<file path="src/rtl/mac_acc_pkg.sv">
`default_nettype none
// ============================================================================
//  Module   : mac_acc_pkg
//  Purpose  : Shared constants, FSM state type and saturating-add helpers
//             for the multiplier-product accumulate stage.
//  Revision : 1.0  initial release
// ============================================================================
package mac_acc_pkg;

  // Operand and product widths of the upstream 4x4 array multiplier
  localparam int OPND_W = 4;
  localparam int PROD_W = 8;

  // Widest accumulator the helpers support; callers zero-extend into it
  localparam int ACC_W_MAX = 24;
  localparam logic [ACC_W_MAX:0] SAT_ONE = {{ACC_W_MAX{1'b0}}, 1'b1};

  typedef enum logic [0:0] {
    ACCUM = 1'b0,
    HOLD  = 1'b1
  } state_e;

  // Add a and b at one extra bit and clamp to the all-ones value of width w
  function automatic logic [ACC_W_MAX-1:0] sat_add(
    input logic [ACC_W_MAX-1:0] a,
    input logic [ACC_W_MAX-1:0] b,
    input int unsigned          w
  );
    logic [ACC_W_MAX:0] s;
    logic [ACC_W_MAX:0] lim;
    s   = {1'b0, a} + {1'b0, b};
    lim = (SAT_ONE << w) - SAT_ONE;
    if (s > lim) sat_add = lim[ACC_W_MAX-1:0];
    else         sat_add = s[ACC_W_MAX-1:0];
  endfunction

  // Companion flag: true when the same add would have clamped
  function automatic logic sat_ovf(
    input logic [ACC_W_MAX-1:0] a,
    input logic [ACC_W_MAX-1:0] b,
    input int unsigned          w
  );
    logic [ACC_W_MAX:0] s;
    logic [ACC_W_MAX:0] lim;
    s       = {1'b0, a} + {1'b0, b};
    lim     = (SAT_ONE << w) - SAT_ONE;
    sat_ovf = (s > lim);
  endfunction

endpackage
`default_nettype wire

</file>
<file path="src/rtl/abs_err_unit.sv">
`default_nettype none
// ============================================================================
//  Module   : abs_err_unit
//  Purpose  : Combinational exact 4x4 product and absolute difference from
//             the (possibly approximate) product supplied by the multiplier.
//  Revision : 1.0  initial release
// ============================================================================
module abs_err_unit
  import mac_acc_pkg::*;
(
  input  logic [OPND_W-1:0] a_i,
  input  logic [OPND_W-1:0] b_i,
  input  logic [PROD_W-1:0] p_i,
  output logic [PROD_W-1:0] err_o
);

  logic [PROD_W-1:0] w_exact;

  // 15*15 = 225 fits in 8 bits, so the exact product never wraps
  always_comb begin
    w_exact = PROD_W'(a_i) * PROD_W'(b_i);
    err_o   = (w_exact >= p_i) ? (w_exact - p_i) : (p_i - w_exact);
  end

endmodule
`default_nettype wire

</file>
<file path="src/rtl/mac_accumulator.sv">
`default_nettype none
// ============================================================================
//  Module   : mac_accumulator
//  Purpose  : Frame accumulator for multiplier products. Sums up to LEN
//             beats (or until in_last) with saturation, then holds the frame
//             sum, beat count and overflow flag on an output handshake.
//  Options  : ERR_STATS_EN - adds exact-vs-approximate error sum and
//             per-frame maximum error (out_err / out_err_max); when
//             undefined those outputs read 0 and in_a / in_b are ignored.
//  Revision : 1.0  initial release
// ============================================================================
module mac_accumulator
  import mac_acc_pkg::*;
#(
  parameter int LEN   = 8,
  parameter int ACC_W = 16
) (
  input  logic                       clk,
  input  logic                       rst,
  input  logic                       in_valid,
  output logic                       in_ready,
  input  logic [PROD_W-1:0]          in_p,
  input  logic [OPND_W-1:0]          in_a,
  input  logic [OPND_W-1:0]          in_b,
  input  logic                       in_last,
  output logic                       out_valid,
  input  logic                       out_ready,
  output logic [ACC_W-1:0]           out_sum,
  output logic [$clog2(LEN+1)-1:0]   out_count,
  output logic                       out_ovf,
  output logic [ACC_W-1:0]           out_err,
  output logic [PROD_W-1:0]          out_err_max
);

  localparam int CNT_W = $clog2(LEN + 1);

  state_e             state_q;
  logic [ACC_W-1:0]   acc_q;
  logic [CNT_W-1:0]   cnt_q;
  logic               ovf_q;
  logic [ACC_W-1:0]   out_sum_q;
  logic [CNT_W-1:0]   out_count_q;
  logic               out_ovf_q;

  logic [ACC_W-1:0]   acc_d;
  logic [CNT_W-1:0]   cnt_d;
  logic               ovf_d;
  logic               w_accept;
  logic               w_close;

  // Handshake flags decode straight from the registered state
  assign in_ready  = (state_q == ACCUM);
  assign out_valid = (state_q == HOLD);

  assign out_sum   = out_sum_q;
  assign out_count = out_count_q;
  assign out_ovf   = out_ovf_q;

  // Per-beat next values: saturating sum, sticky overflow, incremented count
  always_comb begin
    w_accept = in_valid && (state_q == ACCUM);
    w_close  = w_accept && ((cnt_q == CNT_W'(LEN - 1)) || in_last);
    acc_d    = ACC_W'(sat_add(ACC_W_MAX'(acc_q), ACC_W_MAX'(in_p), ACC_W));
    ovf_d    = ovf_q | sat_ovf(ACC_W_MAX'(acc_q), ACC_W_MAX'(in_p), ACC_W);
    cnt_d    = cnt_q + CNT_W'(1);
  end

  // FSM, frame accumulators and output registers
  always_ff @(posedge clk) begin
    if (rst) begin
      state_q     <= ACCUM;
      acc_q       <= '0;
      cnt_q       <= '0;
      ovf_q       <= 1'b0;
      out_sum_q   <= '0;
      out_count_q <= '0;
      out_ovf_q   <= 1'b0;
    end else begin
      case (state_q)
        ACCUM: begin
          if (w_accept) begin
            if (w_close) begin
              out_sum_q   <= acc_d;
              out_count_q <= cnt_d;
              out_ovf_q   <= ovf_d;
              acc_q       <= '0;
              cnt_q       <= '0;
              ovf_q       <= 1'b0;
              state_q     <= HOLD;
            end else begin
              acc_q <= acc_d;
              cnt_q <= cnt_d;
              ovf_q <= ovf_d;
            end
          end
        end
        HOLD: begin
          if (out_ready) state_q <= ACCUM;
        end
        default: state_q <= ACCUM;
      endcase
    end
  end

`ifdef ERR_STATS_EN
  logic [PROD_W-1:0] w_beat_err;
  logic [ACC_W-1:0]  err_q;
  logic [PROD_W-1:0] emax_q;
  logic [ACC_W-1:0]  out_err_q;
  logic [PROD_W-1:0] out_err_max_q;
  logic [ACC_W-1:0]  err_d;
  logic [PROD_W-1:0] emax_d;

  abs_err_unit u_abs_err (
    .a_i   (in_a),
    .b_i   (in_b),
    .p_i   (in_p),
    .err_o (w_beat_err)
  );

  // Error sum saturates like the product sum but never touches out_ovf
  always_comb begin
    err_d  = ACC_W'(sat_add(ACC_W_MAX'(err_q), ACC_W_MAX'(w_beat_err), ACC_W));
    emax_d = (w_beat_err > emax_q) ? w_beat_err : emax_q;
  end

  // Error statistics follow the same accept/close timing as the sum
  always_ff @(posedge clk) begin
    if (rst) begin
      err_q         <= '0;
      emax_q        <= '0;
      out_err_q     <= '0;
      out_err_max_q <= '0;
    end else if (w_accept) begin
      if (w_close) begin
        out_err_q     <= err_d;
        out_err_max_q <= emax_d;
        err_q         <= '0;
        emax_q        <= '0;
      end else begin
        err_q  <= err_d;
        emax_q <= emax_d;
      end
    end
  end

  assign out_err     = out_err_q;
  assign out_err_max = out_err_max_q;
`else
  // Operands only matter for error statistics; fold them away here
  logic w_unused_operands;
  assign w_unused_operands = ^{in_a, in_b};

  assign out_err     = '0;
  assign out_err_max = '0;
`endif

endmodule
`default_nettype wire

</file>
<file path="config.mk">
export PLATFORM = sky130hd
export DESIGN_NAME = mac_accumulator
export DESIGN_NICKNAME = d
export VERILOG_FILES = /design/src/rtl/mac_acc_pkg.sv /design/src/rtl/abs_err_unit.sv /design/src/rtl/mac_accumulator.sv
export SDC_FILE = /design/constraint.sdc
export NUM_CORES = 1
export LEC_CHECK = 0
export ABC_AREA = 1
export CAP_MARGIN = 10
export CORE_MARGIN = 1
export CORE_UTILIZATION = 53
export CTS_CLUSTER_SIZE = 16
export DETAILED_ROUTE_END_ITERATION = 10
export GPL_ROUTABILITY_DRIVEN = 0
export HOLD_SLACK_MARGIN = 0.15
export PLACE_DENSITY = 0.86
export SYNTH_ARGS = -nofsm -noshare
export SYNTH_HDL_FRONTEND = slang
export SYNTH_HIERARCHICAL = 1
export SYNTH_SLANG_ARGS = --single-unit
</file>
<file path="constraint.sdc">
create_clock -name clk -period 3.2 [get_ports clk]
set_input_delay 0.8 -clock clk [delete_from_list [all_inputs] [get_ports clk]]
set_output_delay 0.8 -clock clk [all_outputs]
set_load 0.02 [all_outputs]
</file>
After elaboration in Yosys (flattened, before gate mapping)
Cells that the tools add are included.

Output and inout bits: 47. Register bits after elaboration: 43. Word-level logic and storage cells: 26. Input port bits: 21.

Bitwise gates (word level): 2. Equal/unequal tests: 1. Reduce and logical (&&, ||, !) cells: 5. Magnitude comparators: 1. Multiplexer cells: 8. Add/sub/neg operators: 2.

Operator list (count): 2-to-1 mux 16 bit (2); adder 16 x 8 -> 17 bit (1); > comparator 17 x 16 -> 1 bit (second input constant) (1); adder 4 x 1 -> 4 bit (second input constant) (1); == test 4 x 3 -> 1 bit (second input constant) (1); 2-to-1 mux 1 bit (4); 2-to-1 mux 4 bit (1); AND reduction 3 bit (1); logical AND 1 bit (2); one-hot mux 1 bit (2 select lines) (1); AND reduction 2 bit (1); logical OR 1 bit (1); NOT 1 bit (1); bitwise OR 1 bit (1).

Logic depth before layout (Yosys ltp)
Word-level depth: 6. Depth in mapped cells: 13. Mapped depth without buffers: 12.

Least setup slack after synthesis
OpenSTA, ideal clock, no wires.

Path kind: input -> register. Start: input port in_p[0]. End: register acc_q[11]. Setup time: 0.068 ns. Stages on the path: 13. Slack: 0.859 ns. Data required time: 3.132 ns. Arrival: 2.273 ns. Path through: ha_1 > inv_1 > fa_1 > inv_1 > nand3_1 > nand3_1 > nand3_1 > nand2_2 > nand2_4 > buf_6 > nand3_2 > nand2_2 > a21oi_2.

Word-level cells in the longest chain between the ends: 4.

Ends and longest elaborated chain: start: declaration (RTL line mac_accumulator.sv:22) `input logic [PROD_W-1:0] in_p,`; adder 16 x 8 -> 17 bit (*) (RTL line mac_acc_pkg.sv:31) `s = {1'b0, a} + {1'b0, b};`; > comparator 17 x 16 -> 1 bit (RTL line mac_acc_pkg.sv:33) `if (s > lim) sat_add = lim[ACC_W_MAX-1:0];`; 2-to-1 mux 16 bit (*) (RTL line mac_acc_pkg.sv:33); 2-to-1 mux 16 bit (*) (RTL line mac_accumulator.sv:82) `if (w_close) begin`; end signal: assignment (RTL line mac_accumulator.sv:72) `acc_q <= '0;`; end signal: assignment (RTL line mac_accumulator.sv:86) `acc_q <= '0;`; end signal: assignment (RTL line mac_accumulator.sv:91) `acc_q <= acc_d;`; end: declaration (RTL line mac_accumulator.sv:38) `logic [ACC_W-1:0] acc_q;`.

Every way passes the cells marked *; elsewhere a longest branch is shown, timed or not. A chain may end at the register's enable or synchronous reset.

Worst setup path in the final report
Start: input port in_p[0]. End: register acc_q[15].

Same word-level chain as after synthesis.

==> impl_results.md <==
* CP most frequent cell: nand3_1
* Failing checks: DRC
* TritonCTS Buffers at 5
* Filler Cells Inserted at 422
* Multi-input combinational cell area at 1380 um^2
* Vias in the first global route at 2028
* Post-CTS Hold Buffers at 0
* Input/output buffers at 35
* VDD IR max at 157 uV
* Clock latency on the worst-skew pair at 300 ps
* I/O pin count at 68
* Clk pin slew, worst setup/hold paths at 80 ps
* Yosys warns at 6
* Hold Crit Start: ovf_q$_SDFFE_PP0P_
* GRT Total Usage at 0.221
* Met2 wire len at 2.53 mm
* Yosys reg bits at 43
* Post-synth cell types at 35
* Critical Path AT at 3010 ps
* H-tree levels at 2
* Cell Area, Synth at 2600 um^2
* Worst-Margin Slew at 576 ps
* Final ANT Viol Nets at 0
* Synth-to-Final Area Change at 16.4%
* Slowest CP cell: clkdlybuf4s50_1
* Diode count at 0
* Most frequent cells in the layout: nand2_1 (85), nor2_1 (57), inv_1 (51)
* Final Skew at 3.84 ps
* Unrepaired setup endpoints after global routing: false
* Post-route setup TNS at 0 ps
* Syn Inst Count at 389
* Syn Area/Cell at 6.69 um^2
* Seq/Total Area, Yosys at 0.331
* Leak at 0.00147 uW
* Worst r2r src: acc_q[0]$_SDFFE_PP0P_
* Vias per inst at 4.86
* CP Max Fanout at 18
* CTS Sinks at 43
* First-pass GRT wire length at 9.00 mm
* Hpwl dp at 3.98 mm
* Vias at 2393
* CP cell instances: clkdlybuf4s50_1, ha_1, inv_1, fa_1, inv_1, nand3_1, nand3_1, nand3_1, nand2_2, nand2_4, nand3_1, nand2_1, a21oi_1
* Endpoints failing setup at 0
* Routed WL per cell at 11.1 um
* Post_cts resized at 0
* Clock Tree Buf Depth at 2
* Fin. max-slew vios at 0
* Initial drt markers at 108
* Hold Crit Class: reg2reg
* Pin count of the biggest net entering global routing at 23
* FP Rows at 25
* Met1 WL at 2.41 mm
* WP data required at 3430 ps
* Share of layout cells above drive strength 1 at 0.0918
* Antenna violations before repair at 0
* Die area at 5190 um^2
* Worst Setup SP: in_p[0]
* Fmax achieved at 0.361 GHz
* Total grt overflow at 0
* Die height at 72.1 um
* Status: finished with violations
* Fin crit period at 2770 ps
* Wirelength, routed at 5.44 mm
* Width of the die at 72.1 um
* PD cells at 405 nW/um^2
* Clock Root Buffer: clkbuf_8
* Setup Fix Bufs, Post-CTS at 0
* Max cap viols at 0
* Initial core utilization at 0.551
* Routed wire length on met3 at 400 um
* Max-slew headroom at 0.615
* DRC at 2
* Core Util, Final at 0.641
* Top layer in use: met4
* Critical path endpoint category: register
* Overall Power at 1230 uW
* Endpoints failing hold at 0
* Final Cycle Share at 0.867
* Worst setup SP type: input port
* DRT Pass-1 Iters at 8
* Area of the core at 4720 um^2
* Register area at 861 um^2
* Most common cell after layout, fill and taps aside: nand2_1
* Final nets at 455
* Critical Setup Path Class: in2reg
* TritonCTS clock tree: built
* Max incr delay on CP at 460 ps
critical path: cells and delay by family:
kind	cells	cell delay, ps
AOI/OAI and AO/OA	1	130
and+or+nand+nor	7	860
adders and majority gates	2	570
buffers and inverters	3	640
registers in the layout (all words and copies together), names as in the netlist:
name / flops
out_sum: 16
out_ovf: 1
ovf_q: 1
out_count: 4
acc_q: 16
cnt_q: 4
out_valid: 1
final cells by class:
cell class,count,area share
Multi-Input combinational cell,280,0.456
Sequential cell,43,0.284
Clock inverter,1,0.00248
Timing Repair Buffer,42,0.133
Tap cell,67,0.0277
Inverter,52,0.0644
Clock buffer,7,0.0318
through the flow:
step                instance area (um^2)  cells  setup WS, ps  hold slack, ps
global placement                    2930    484           214             456
floorplan                           2690    412           859             449
finish                              3030    492           427             480
CTS                                 3030    492           432             476
detailed placement                  2930    484           129             465
global route                        3030    492           228             501
synth_stat cells (all sizes together):
master | n | area (um^2)
nand2 | 99 | 412
nor2 | 57 | 214
inv | 52 | 195
dfxtp | 43 | 861
buf | 30 | 224
nand3 | 25 | 130
a21oi | 22 | 133
o21ai | 20 | 100
ha | 9 | 113
clkbuf | 7 | 26.3
xnor2 | 5 | 43.8
nor3 | 4 | 25.0
a211oi | 2 | 15.0
xor2 | 2 | 17.5
a21boi | 1 | 7.51
a21o | 1 | 7.51
a22oi | 1 | 7.51
a31oi | 1 | 6.26
and2 | 1 | 6.26
conb | 1 | 3.75
fa | 1 | 20.0
nand3b | 1 | 7.51
nand4 | 1 | 6.26
o211ai | 1 | 7.51
o21bai | 1 | 7.51
or2 | 1 | 6.26
worst paths after layout:
check	end	slack, ps	cells past startpoint
worst max-delay path	acc_q[15]$_SDFFE_PP0P_	430	13
worst min-delay path	ovf_q$_SDFFE_PP0P_	480	2
worst max register to register	acc_q[15]$_SDFFE_PP0P_	1040	12
worst min register to register	ovf_q$_SDFFE_PP0P_	480	2
kinds of logic after synthesis:
| kind of cell | share of synthesized area |
|---|---|
| buffers and inverters | 0.171 |
| other | 0.00144 |
| adders and majority gates | 0.0510 |
| and+or+nand+nor | 0.310 |
| AOI/OAI and AO/OA | 0.112 |
| xor gates and xnor gates | 0.0236 |
| DFF | 0.331 |
power by group:
| group | total, uW | switching [uW] | internal [uW] |
|---|---|---|---|
| Sequential | 574 | 13.6 | 561 |
| Combinational | 264 | 163 | 101 |
| Clock | 388 | 191 | 196 |
| Total | 1230 | 368 | 858 |
per-layer routing:
metal	vias up	track usage
li1	1228	-
met1	1049	0.296
met2	106	0.352
met3	10	0.0403
met4	0	0.0915
met5	-	0
(Power assumes the default switching activity.)
